--- src/rtl/y86_pkg.sv ---
// y86_pkg: shared Y86-64 constants and types for the decode stage.
//   - instruction codes IHALT..IPOPQ
//   - register IDs RNONE (no register) and RRSP (stack pointer)
//   - status codes SAOK, SADR, SINS, SHLT
//   - e_reg_t, the E pipeline register layout, and E_BUBBLE, its bubble value
package y86_pkg;

    localparam logic [3:0] IHALT   = 4'h0;
    localparam logic [3:0] INOP    = 4'h1;
    localparam logic [3:0] IRRMOVQ = 4'h2;
    localparam logic [3:0] IIRMOVQ = 4'h3;
    localparam logic [3:0] IRMMOVQ = 4'h4;
    localparam logic [3:0] IMRMOVQ = 4'h5;
    localparam logic [3:0] IOPQ    = 4'h6;
    localparam logic [3:0] IJXX    = 4'h7;
    localparam logic [3:0] ICALL   = 4'h8;
    localparam logic [3:0] IRET    = 4'h9;
    localparam logic [3:0] IPUSHQ  = 4'hA;
    localparam logic [3:0] IPOPQ   = 4'hB;

    localparam logic [3:0] RNONE = 4'hF;
    localparam logic [3:0] RRSP  = 4'h4;

    localparam logic [3:0] SAOK = 4'h1;
    localparam logic [3:0] SADR = 4'h2;
    localparam logic [3:0] SINS = 4'h3;
    localparam logic [3:0] SHLT = 4'h4;

    typedef struct packed {
        logic [3:0]  stat;
        logic [3:0]  icode;
        logic [3:0]  ifun;
        logic [63:0] valC;
        logic [63:0] valA;
        logic [63:0] valB;
        logic [3:0]  dstE;
        logic [3:0]  dstM;
        logic [3:0]  srcA;
        logic [3:0]  srcB;
    } e_reg_t;

    localparam e_reg_t E_BUBBLE = '{
        stat:  SAOK,
        icode: INOP,
        ifun:  4'h0,
        valC:  64'd0,
        valA:  64'd0,
        valB:  64'd0,
        dstE:  RNONE,
        dstM:  RNONE,
        srcA:  RNONE,
        srcB:  RNONE
    };

endpackage

--- src/rtl/decode_stage_regfile.sv ---
// regfile: 15 x 64-bit Y86-64 register file.
//   clk, rst          clock and asynchronous active-high clear (all entries to 0)
//   i_srcA, i_srcB    read addresses; RNONE reads as 0
//   o_valA, o_valB    combinational read data (no write-through bypass)
//   i_dstE, i_valE    write port E, ignored when i_dstE is RNONE
//   i_dstM, i_valM    write port M, ignored when i_dstM is RNONE; wins over E
module regfile
    import y86_pkg::*;
(
    input  logic        clk,
    input  logic        rst,
    input  logic [3:0]  i_srcA,
    input  logic [3:0]  i_srcB,
    output logic [63:0] o_valA,
    output logic [63:0] o_valB,
    input  logic [3:0]  i_dstE,
    input  logic [63:0] i_valE,
    input  logic [3:0]  i_dstM,
    input  logic [63:0] i_valM
);

    logic [63:0] r_regs [0:14];

    for (genvar g = 0; g < 15; g++) begin : g_entry
        // Per-entry write: port M is checked first so it wins a shared destination.
        always_ff @(posedge clk or posedge rst) begin
            if (rst) begin
                r_regs[g] <= 64'd0;
            end else if (i_dstM == 4'(g)) begin
                r_regs[g] <= i_valM;
            end else if (i_dstE == 4'(g)) begin
                r_regs[g] <= i_valE;
            end else begin
                r_regs[g] <= r_regs[g];
            end
        end
    end

    // Read port A; RNONE has no backing entry and reads as 0.
    always_comb begin
        o_valA = 64'd0;
        if (i_srcA != RNONE) begin
            o_valA = r_regs[i_srcA];
        end else begin
            o_valA = 64'd0;
        end
    end

    // Read port B; RNONE has no backing entry and reads as 0.
    always_comb begin
        o_valB = 64'd0;
        if (i_srcB != RNONE) begin
            o_valB = r_regs[i_srcB];
        end else begin
            o_valB = 64'd0;
        end
    end

endmodule

--- src/rtl/decode_stage.sv ---
// decode_stage: Y86-64 decode / write-back stage.
//   clk, rst                  clock, asynchronous active-high reset
//   D_*                       D pipeline register from fetch
//   E_bubble                  load a bubble into E this cycle
//   e_*, M_*, m_valM, W_*     forwarding sources; W_* also drive regfile writes
//   d_srcA, d_srcB            combinational source IDs for the control unit
//   E_*                       E pipeline register to execute
// Build option DECODE_FWD_EN: when defined, the full E/M/W forwarding chain is
// active; when undefined, operands come straight from the register file (the
// control unit stalls instead) and the forwarding inputs are ignored.
module decode_stage
    import y86_pkg::*;
(
    input  logic        clk,
    input  logic        rst,
    input  logic [3:0]  D_stat,
    input  logic [3:0]  D_icode,
    input  logic [3:0]  D_ifun,
    input  logic [3:0]  D_rA,
    input  logic [3:0]  D_rB,
    input  logic [63:0] D_valC,
    input  logic [63:0] D_valP,
    input  logic        E_bubble,
    input  logic [3:0]  e_dstE,
    input  logic [63:0] e_valE,
    input  logic [3:0]  M_dstE,
    input  logic [3:0]  M_dstM,
    input  logic [63:0] M_valE,
    input  logic [63:0] m_valM,
    input  logic [3:0]  W_dstE,
    input  logic [3:0]  W_dstM,
    input  logic [63:0] W_valE,
    input  logic [63:0] W_valM,
    output logic [3:0]  d_srcA,
    output logic [3:0]  d_srcB,
    output logic [3:0]  E_stat,
    output logic [3:0]  E_icode,
    output logic [3:0]  E_ifun,
    output logic [63:0] E_valC,
    output logic [63:0] E_valA,
    output logic [63:0] E_valB,
    output logic [3:0]  E_dstE,
    output logic [3:0]  E_dstM,
    output logic [3:0]  E_srcA,
    output logic [3:0]  E_srcB
);

`ifdef DECODE_FWD_EN
    localparam logic FWD_EN = 1'b1;
`else
    localparam logic FWD_EN = 1'b0;
`endif

    logic [3:0]  w_srcA;
    logic [3:0]  w_srcB;
    logic [3:0]  w_dstE;
    logic [3:0]  w_dstM;
    logic [63:0] w_rf_valA;
    logic [63:0] w_rf_valB;
    logic [63:0] w_valA;
    logic [63:0] w_valB;
    e_reg_t      r_e;

    // Forwarding priority: newest producer first; RNONE never matches.
    function automatic logic [63:0] fwd_pick(
        input logic [3:0]  src,
        input logic [63:0] rf_val,
        input logic [3:0]  e_dst,  input logic [63:0] e_val,
        input logic [3:0]  mm_dst, input logic [63:0] mm_val,
        input logic [3:0]  me_dst, input logic [63:0] me_val,
        input logic [3:0]  wm_dst, input logic [63:0] wm_val,
        input logic [3:0]  we_dst, input logic [63:0] we_val
    );
        logic [63:0] v;
        if (!FWD_EN || src == RNONE) v = rf_val;
        else if (src == e_dst)       v = e_val;
        else if (src == mm_dst)      v = mm_val;
        else if (src == me_dst)      v = me_val;
        else if (src == wm_dst)      v = wm_val;
        else if (src == we_dst)      v = we_val;
        else                         v = rf_val;
        return v;
    endfunction

    // Source and destination register IDs selected by instruction class.
    always_comb begin
        w_srcA = RNONE;
        w_srcB = RNONE;
        w_dstE = RNONE;
        w_dstM = RNONE;
        case (D_icode)
            IRRMOVQ: begin w_srcA = D_rA; w_dstE = D_rB; end
            IIRMOVQ: begin w_dstE = D_rB; end
            IRMMOVQ: begin w_srcA = D_rA; w_srcB = D_rB; end
            IMRMOVQ: begin w_srcB = D_rB; w_dstM = D_rA; end
            IOPQ:    begin w_srcA = D_rA; w_srcB = D_rB; w_dstE = D_rB; end
            ICALL:   begin w_srcB = RRSP; w_dstE = RRSP; end
            IRET:    begin w_srcA = RRSP; w_srcB = RRSP; w_dstE = RRSP; end
            IPUSHQ:  begin w_srcA = D_rA; w_srcB = RRSP; w_dstE = RRSP; end
            IPOPQ:   begin w_srcA = RRSP; w_srcB = RRSP; w_dstE = RRSP; w_dstM = D_rA; end
            default: begin w_srcA = RNONE; w_srcB = RNONE; w_dstE = RNONE; w_dstM = RNONE; end
        endcase
    end

    assign d_srcA = w_srcA;
    assign d_srcB = w_srcB;

    regfile u_regfile (
        .clk    (clk),
        .rst    (rst),
        .i_srcA (w_srcA),
        .i_srcB (w_srcB),
        .o_valA (w_rf_valA),
        .o_valB (w_rf_valB),
        .i_dstE (W_dstE),
        .i_valE (W_valE),
        .i_dstM (W_dstM),
        .i_valM (W_valM)
    );

    // Operand A: call/jXX carry the return/fall-through PC instead of a register.
    always_comb begin
        w_valA = 64'd0;
        if (D_icode == ICALL || D_icode == IJXX) begin
            w_valA = D_valP;
        end else begin
            w_valA = fwd_pick(w_srcA, w_rf_valA, e_dstE, e_valE, M_dstM, m_valM,
                              M_dstE, M_valE, W_dstM, W_valM, W_dstE, W_valE);
        end
    end

    // Operand B: same forwarding chain without the PC override.
    always_comb begin
        w_valB = fwd_pick(w_srcB, w_rf_valB, e_dstE, e_valE, M_dstM, m_valM,
                          M_dstE, M_valE, W_dstM, W_valM, W_dstE, W_valE);
    end

    // E pipeline register; a bubble discards everything decoded this cycle.
    always_ff @(posedge clk or posedge rst) begin
        if (rst) begin
            r_e <= E_BUBBLE;
        end else if (E_bubble) begin
            r_e <= E_BUBBLE;
        end else begin
            r_e <= '{stat: D_stat, icode: D_icode, ifun: D_ifun, valC: D_valC,
                     valA: w_valA, valB: w_valB, dstE: w_dstE, dstM: w_dstM,
                     srcA: w_srcA, srcB: w_srcB};
        end
    end

    assign E_stat  = r_e.stat;
    assign E_icode = r_e.icode;
    assign E_ifun  = r_e.ifun;
    assign E_valC  = r_e.valC;
    assign E_valA  = r_e.valA;
    assign E_valB  = r_e.valB;
    assign E_dstE  = r_e.dstE;
    assign E_dstM  = r_e.dstM;
    assign E_srcA  = r_e.srcA;
    assign E_srcB  = r_e.srcB;

endmodule

--- config.mk ---
export PLATFORM = sky130hd
export DESIGN_NAME = decode_stage
export DESIGN_NICKNAME = d
export VERILOG_FILES = /design/src/rtl/y86_pkg.sv /design/src/rtl/decode_stage_regfile.sv /design/src/rtl/decode_stage.sv
export SDC_FILE = /design/constraint.sdc
export NUM_CORES = 2
export LEC_CHECK = 0
export BUFFER_PORTS_ARGS = -buffer_cell sky130_fd_sc_hd__buf_4
export CORE_MARGIN = 1
export CORE_UTILIZATION = 45
export DETAILED_ROUTE_END_ITERATION = 12
export PLACE_DENSITY = 0.73
export SYNTH_ARGS = -nofsm -noshare
export SYNTH_HDL_FRONTEND = slang
export SYNTH_SLANG_ARGS = --single-unit
--- constraint.sdc ---
create_clock -name clk -period 74.2 [get_ports clk]
set_input_delay 3.71 -clock clk [delete_from_list [all_inputs] [get_ports clk]]
set_output_delay 3.71 -clock clk [all_outputs]
set_load 0.01 [all_outputs]
# == After elaboration in Yosys (flattened, before gate mapping) ==
# Cells that the tools add are included.
# Widths: inputs -> output; s select.
# op_classes
add_sub_neg,0
multipliers,0
div_mod_pow,0
order_cmp,2
n_eq_ne,40
shifts,0
n_mux,44
n_bitwise,2
reduce_logical,24
# ops
cell,count
$mux 64,37
$bmux 64 s4,2
$mux 220,1
$eq 4x4->1 const B,18
$eq 4x3->1 const B,12
$reduce_bool 2->1,15
$eq 4x2->1 const B,6
$pmux 4 s2,3
$ge 5x5->1 const B,2
$not 4->5,2
$eq 4x1->1 const B,2
$logic_not 4->1,2
$ne 4x4->1 const B,2
$reduce_or 4->1,2
$reduce_or 3->1,2
$mux 4,1
$reduce_or 2->1,2
$logic_or 1x1->1,1
# totals
regBits,1180
latchBits,0
ram_bits,0
mem_bits_ro,0
input_bits,491
output_inout_bits,228
wordCells,137
memories,0

# == Longest topological paths before layout ==
# depth
ltp_word,10
mapped_depth,11
depth_no_buf,7

# == Modules after synthesis ==
# A second synthesis with hierarchy kept.
# unflattened
hier_cells,6549
area_unflattened_um2,68525.7
# modules_own_cells
mod,n_inst,cells_per_inst,area_each_um2
regfile,1,5900,60126.4
decode_stage,1,649,8399.3

# == Least setup slack after synthesis ==
# No wires, ideal clock.
# synth_path
kind,input -> output
start,in D_icode[1]
end,out d_srcB[0]
arrival_time_ps,4976
required_ps,70490
setup_slack_ps,65514
path_stages,6
cell_sequence,buf_4 and2_1 o31ai_2 clkinv_1 clkbuf_1 clkbuf_1
# synth_via
elab_chain_len,3
word_cells_on_any_way,10
classes_between,7 x eq/ne; 1 x mux; 2 x reduce/logical
# synth_rtl
item,line,rtl
"start, declared",decode_stage.sv:17,"input logic [3:0] D_icode,"
$eq 4x4->1 / $eq 4x3->1 (equally long branches),decode_stage.sv:91,case (D_icode)
$reduce_or 4->1 (no source line) / $reduce_or 3->1 (equally long branches),-,
$pmux 4 s2 *,decode_stage.sv:91,
"end, declared",decode_stage.sv:35,"output logic [3:0] d_srcB,"
# Mark *: on every way between the ends. The rest lies on a longest branch, timed or not.

# == Worst setup path in the final report ==
# layout_path
start,in D_icode[3]
end,out d_srcB[2]
# The elaborated chain is that of the path after synthesis.

==> reports/qor.csv <==
metric,value,unit
initial antenna violation count,54,
Seq cells post-synth,1180,
Detail Route Antenna Nets,0,
total track usage,37.22,%
fin nets,8011,
Port Buf Inserts,514,
Netlist cell types,60,
worst-skew pair later-pin latency,0.81,ns
WHS,0.5956,ns
Final Instance Area,74950,um^2
DR vias/cell,6.753,
Die ar.,148600,um^2
area grow syn2layout,13.25,%
CTS max path bufs,3,
dpl cells,9304,
"Slew Viols, Final",0,
slew margin rel.,9.723,%
Mapped Nets,8023,
layout cells sized above 1,12.46,%
die height,385.5,um
first drt pass iteration count,10,
largest net degree at the start of global routing,146,
Chip Width,385.5,um
clk slew on worst S/H paths,0.06,ns
Final Non-Filler Cells,9576,
clk sinks,1180,
Crit Path Category,primary input to output port,
CP arrival,6.05,ns
startpoint types,primary input,
unrepaired setup endpoints after global routing,false,
row cnt,140,
register area,29550,um^2
Leak Pwr,30.94,nW
FILL cells,13113,
Final Wtd Congestion,0.8998,
"Hold Violations, Final",0,
Remaining DRCs,0,
Worst Path Required,70.49,ns
"EDFF count, synth",0,
drt total wl,285200,um
critical path capture point type,output port,
sequential fraction of the synthesis area,44.65,%
CTS Buf Count,131,
Multi-input gate area,33540,um^2
first-pass GRT wire length,409600,um
Tightest Hold Check Type,register to register,
status,"finished, final reports clean",
total chip power,1.945,mW
critical-path maximum fanout,137,
Post-CTS Setup Repair Bufs,0,
Syn Area/Cell,8.786,um^2
Clock H-tree levels,4,
number of global-route vias before repair,61166,
post-DR wirelength/cell,29.79,um
"IR drop worst, VDD",0.00001747,V
Final period util,13.16,%
Fin Clk Skew,0.03098,ns
Pwr Density,25.95,nW/um^2
vias,64671,
Post-DP HPWL,155400,um
Yosys warnings,0,
Post-Syn Instances,7532,
CORE AREA,145700,um^2
Worst Max-Slew Pin Slew,1.354,ns
post-cts gate resize count,0,
CTS tree,yes,
cell area after synthesis,66180,um^2
initial drt markers,11490,
"Min Clock Period, post-route",9.764,ns
Ports,719,
GR Overflow Total,0,
Root Driver,clkbuf_16,
Starting Density,45.41,%
Post-synth ARST share,100.0,%
"Cell Area, Placed",70580,um^2
Post-synth top flop,dfrtp_1,
Post-CTS Hold Fix Bufs,0,
Max Cap Viol,0,
Setup TNS,0,ns
Max Clock Freq,102.4,MHz
Final setup viols,0,
power breakdown:
part / switching [mW] / total [mW] / internal, mW
sequential: 0.102 / 0.872 / 0.770
clock: 0.287 / 0.665 / 0.377
combinational: 0.250 / 0.409 / 0.159
final timing paths:
path / from / endpoint / slack (ns) / cells after the start
worst max-delay path: D_icode[3] / d_srcB[2] / 64.44 / 6
worst min register to register: u_regfile.r_regs[189] / u_regfile.r_regs[189] / 0.60 / 2
min in group asynchronous: rst / E_valB[0] / 3.03 / 2
max in group asynchronous: rst / u_regfile.r_regs[369] / 67.31 / 6
worst min-delay path: u_regfile.r_regs[189] / u_regfile.r_regs[189] / 0.60 / 2
worst max register to register: u_regfile.r_regs[803] / E_valA[35] / 72.06 / 4
per-layer routing:
metal	up-vias	global-route usage, %	wire (um)	part of all wire, %
li1	26883	-	-	-
met1	30417	46.16	98460	35
met2	5846	53.28	117900	41
met3	1495	13.83	45500	16
met4	30	26.21	23220	8.1
met5	-	0	189	0.066
synthesized netlist by cell type, types with 14 or more instances:
master | number | share of area [%]
nand2b_1 | 18 | 0.17
a22oi_1 | 122 | 1.4
nand3_1 | 133 | 1.0
mux2i_1 | 1037 | 16
o221ai_1 | 28 | 0.37
a221oi_1 | 223 | 3.0
nor4_1 | 61 | 0.58
nand2_1 | 1585 | 9.0
a2111oi_1 | 28 | 0.42
buf_4 | 14 | 0.16
a31oi_1 | 31 | 0.29
o21ai_0 | 926 | 7.0
dfrtp_1 | 1162 | 44
nor2_1 | 306 | 1.7
o21ai_1 | 31 | 0.23
buf_1 | 44 | 0.25
a221o_1 | 95 | 1.4
nand4_1 | 61 | 0.58
nor3_1 | 30 | 0.23
a32oi_1 | 32 | 0.42
a21oi_1 | 543 | 4.1
buf_2 | 181 | 1.4
dfstp_2 | 18 | 0.71
nor2b_1 | 77 | 0.73
o22ai_1 | 57 | 0.54
clkbuf_1 | 562 | 3.2
a211oi_1 | 45 | 0.51
critical path, stage by stage:
cell and delay, ns:
buf_4 0.18, nand2b_1 0.26, nor3_2 0.26, buf_12 0.79
inv_6 0.42, buf_4 0.28
flip-flops by register name (all words and copies together) (netlist names):
register / cells
E_valC: 64
E_srcA: 4
E_ifun: 4
E_valB: 64
E_dstM: 4
E_valA: 64
E_dstE: 4
u_regfile.r_regs: 960
E_icode: 4
E_srcB: 4
E_stat: 4
layout by cell type (no fill, tap or decap), drive strengths merged, types with 61 or more instances in the layout:
master     n
dfrtp   1162
a21oi    544
clkbuf   195
nand3    133
nand2   1586
nand4     61
mux2i   1037
a221oi   223
nor2     311
o21ai    959
a22oi    122
nor4      61
a221o     95
buf      657
nor2b     78
kinds of logic after synthesis:
logic type,Yosys count,share of synthesized area [%]
AOI/OAI and AO/OA,2196,20.24
buffers and inverters,816,5.065
DFF,1180,44.65
muxes,1037,15.68
and+or+nand+nor,2303,14.36
final cells by class:
class | instances | area share (%)
Multi-Input combinational cell | 5536 | 44.76
Clock inverter | 40 | 0.5325
Clock buffer | 195 | 5.170
Tap cell | 1917 | 3.200
Sequential cell | 1180 | 39.43
Antenna cell | 37 | 0.1235
Timing Repair Buffer | 657 | 6.669
Inverter | 14 | 0.1202
stage by stage:
| stage | util, % | setup slack [ns] |
|---|---|---|
| finish | 51.43 | 64.44 |
| global placement | 48.43 | 64.61 |
| CTS | 51.36 | 64.60 |
| global route | 51.41 | 64.51 |
| detailed placement | 48.43 | 64.60 |
| floorplan | - | 37.28 |
(Power assumes the default switching activity.)
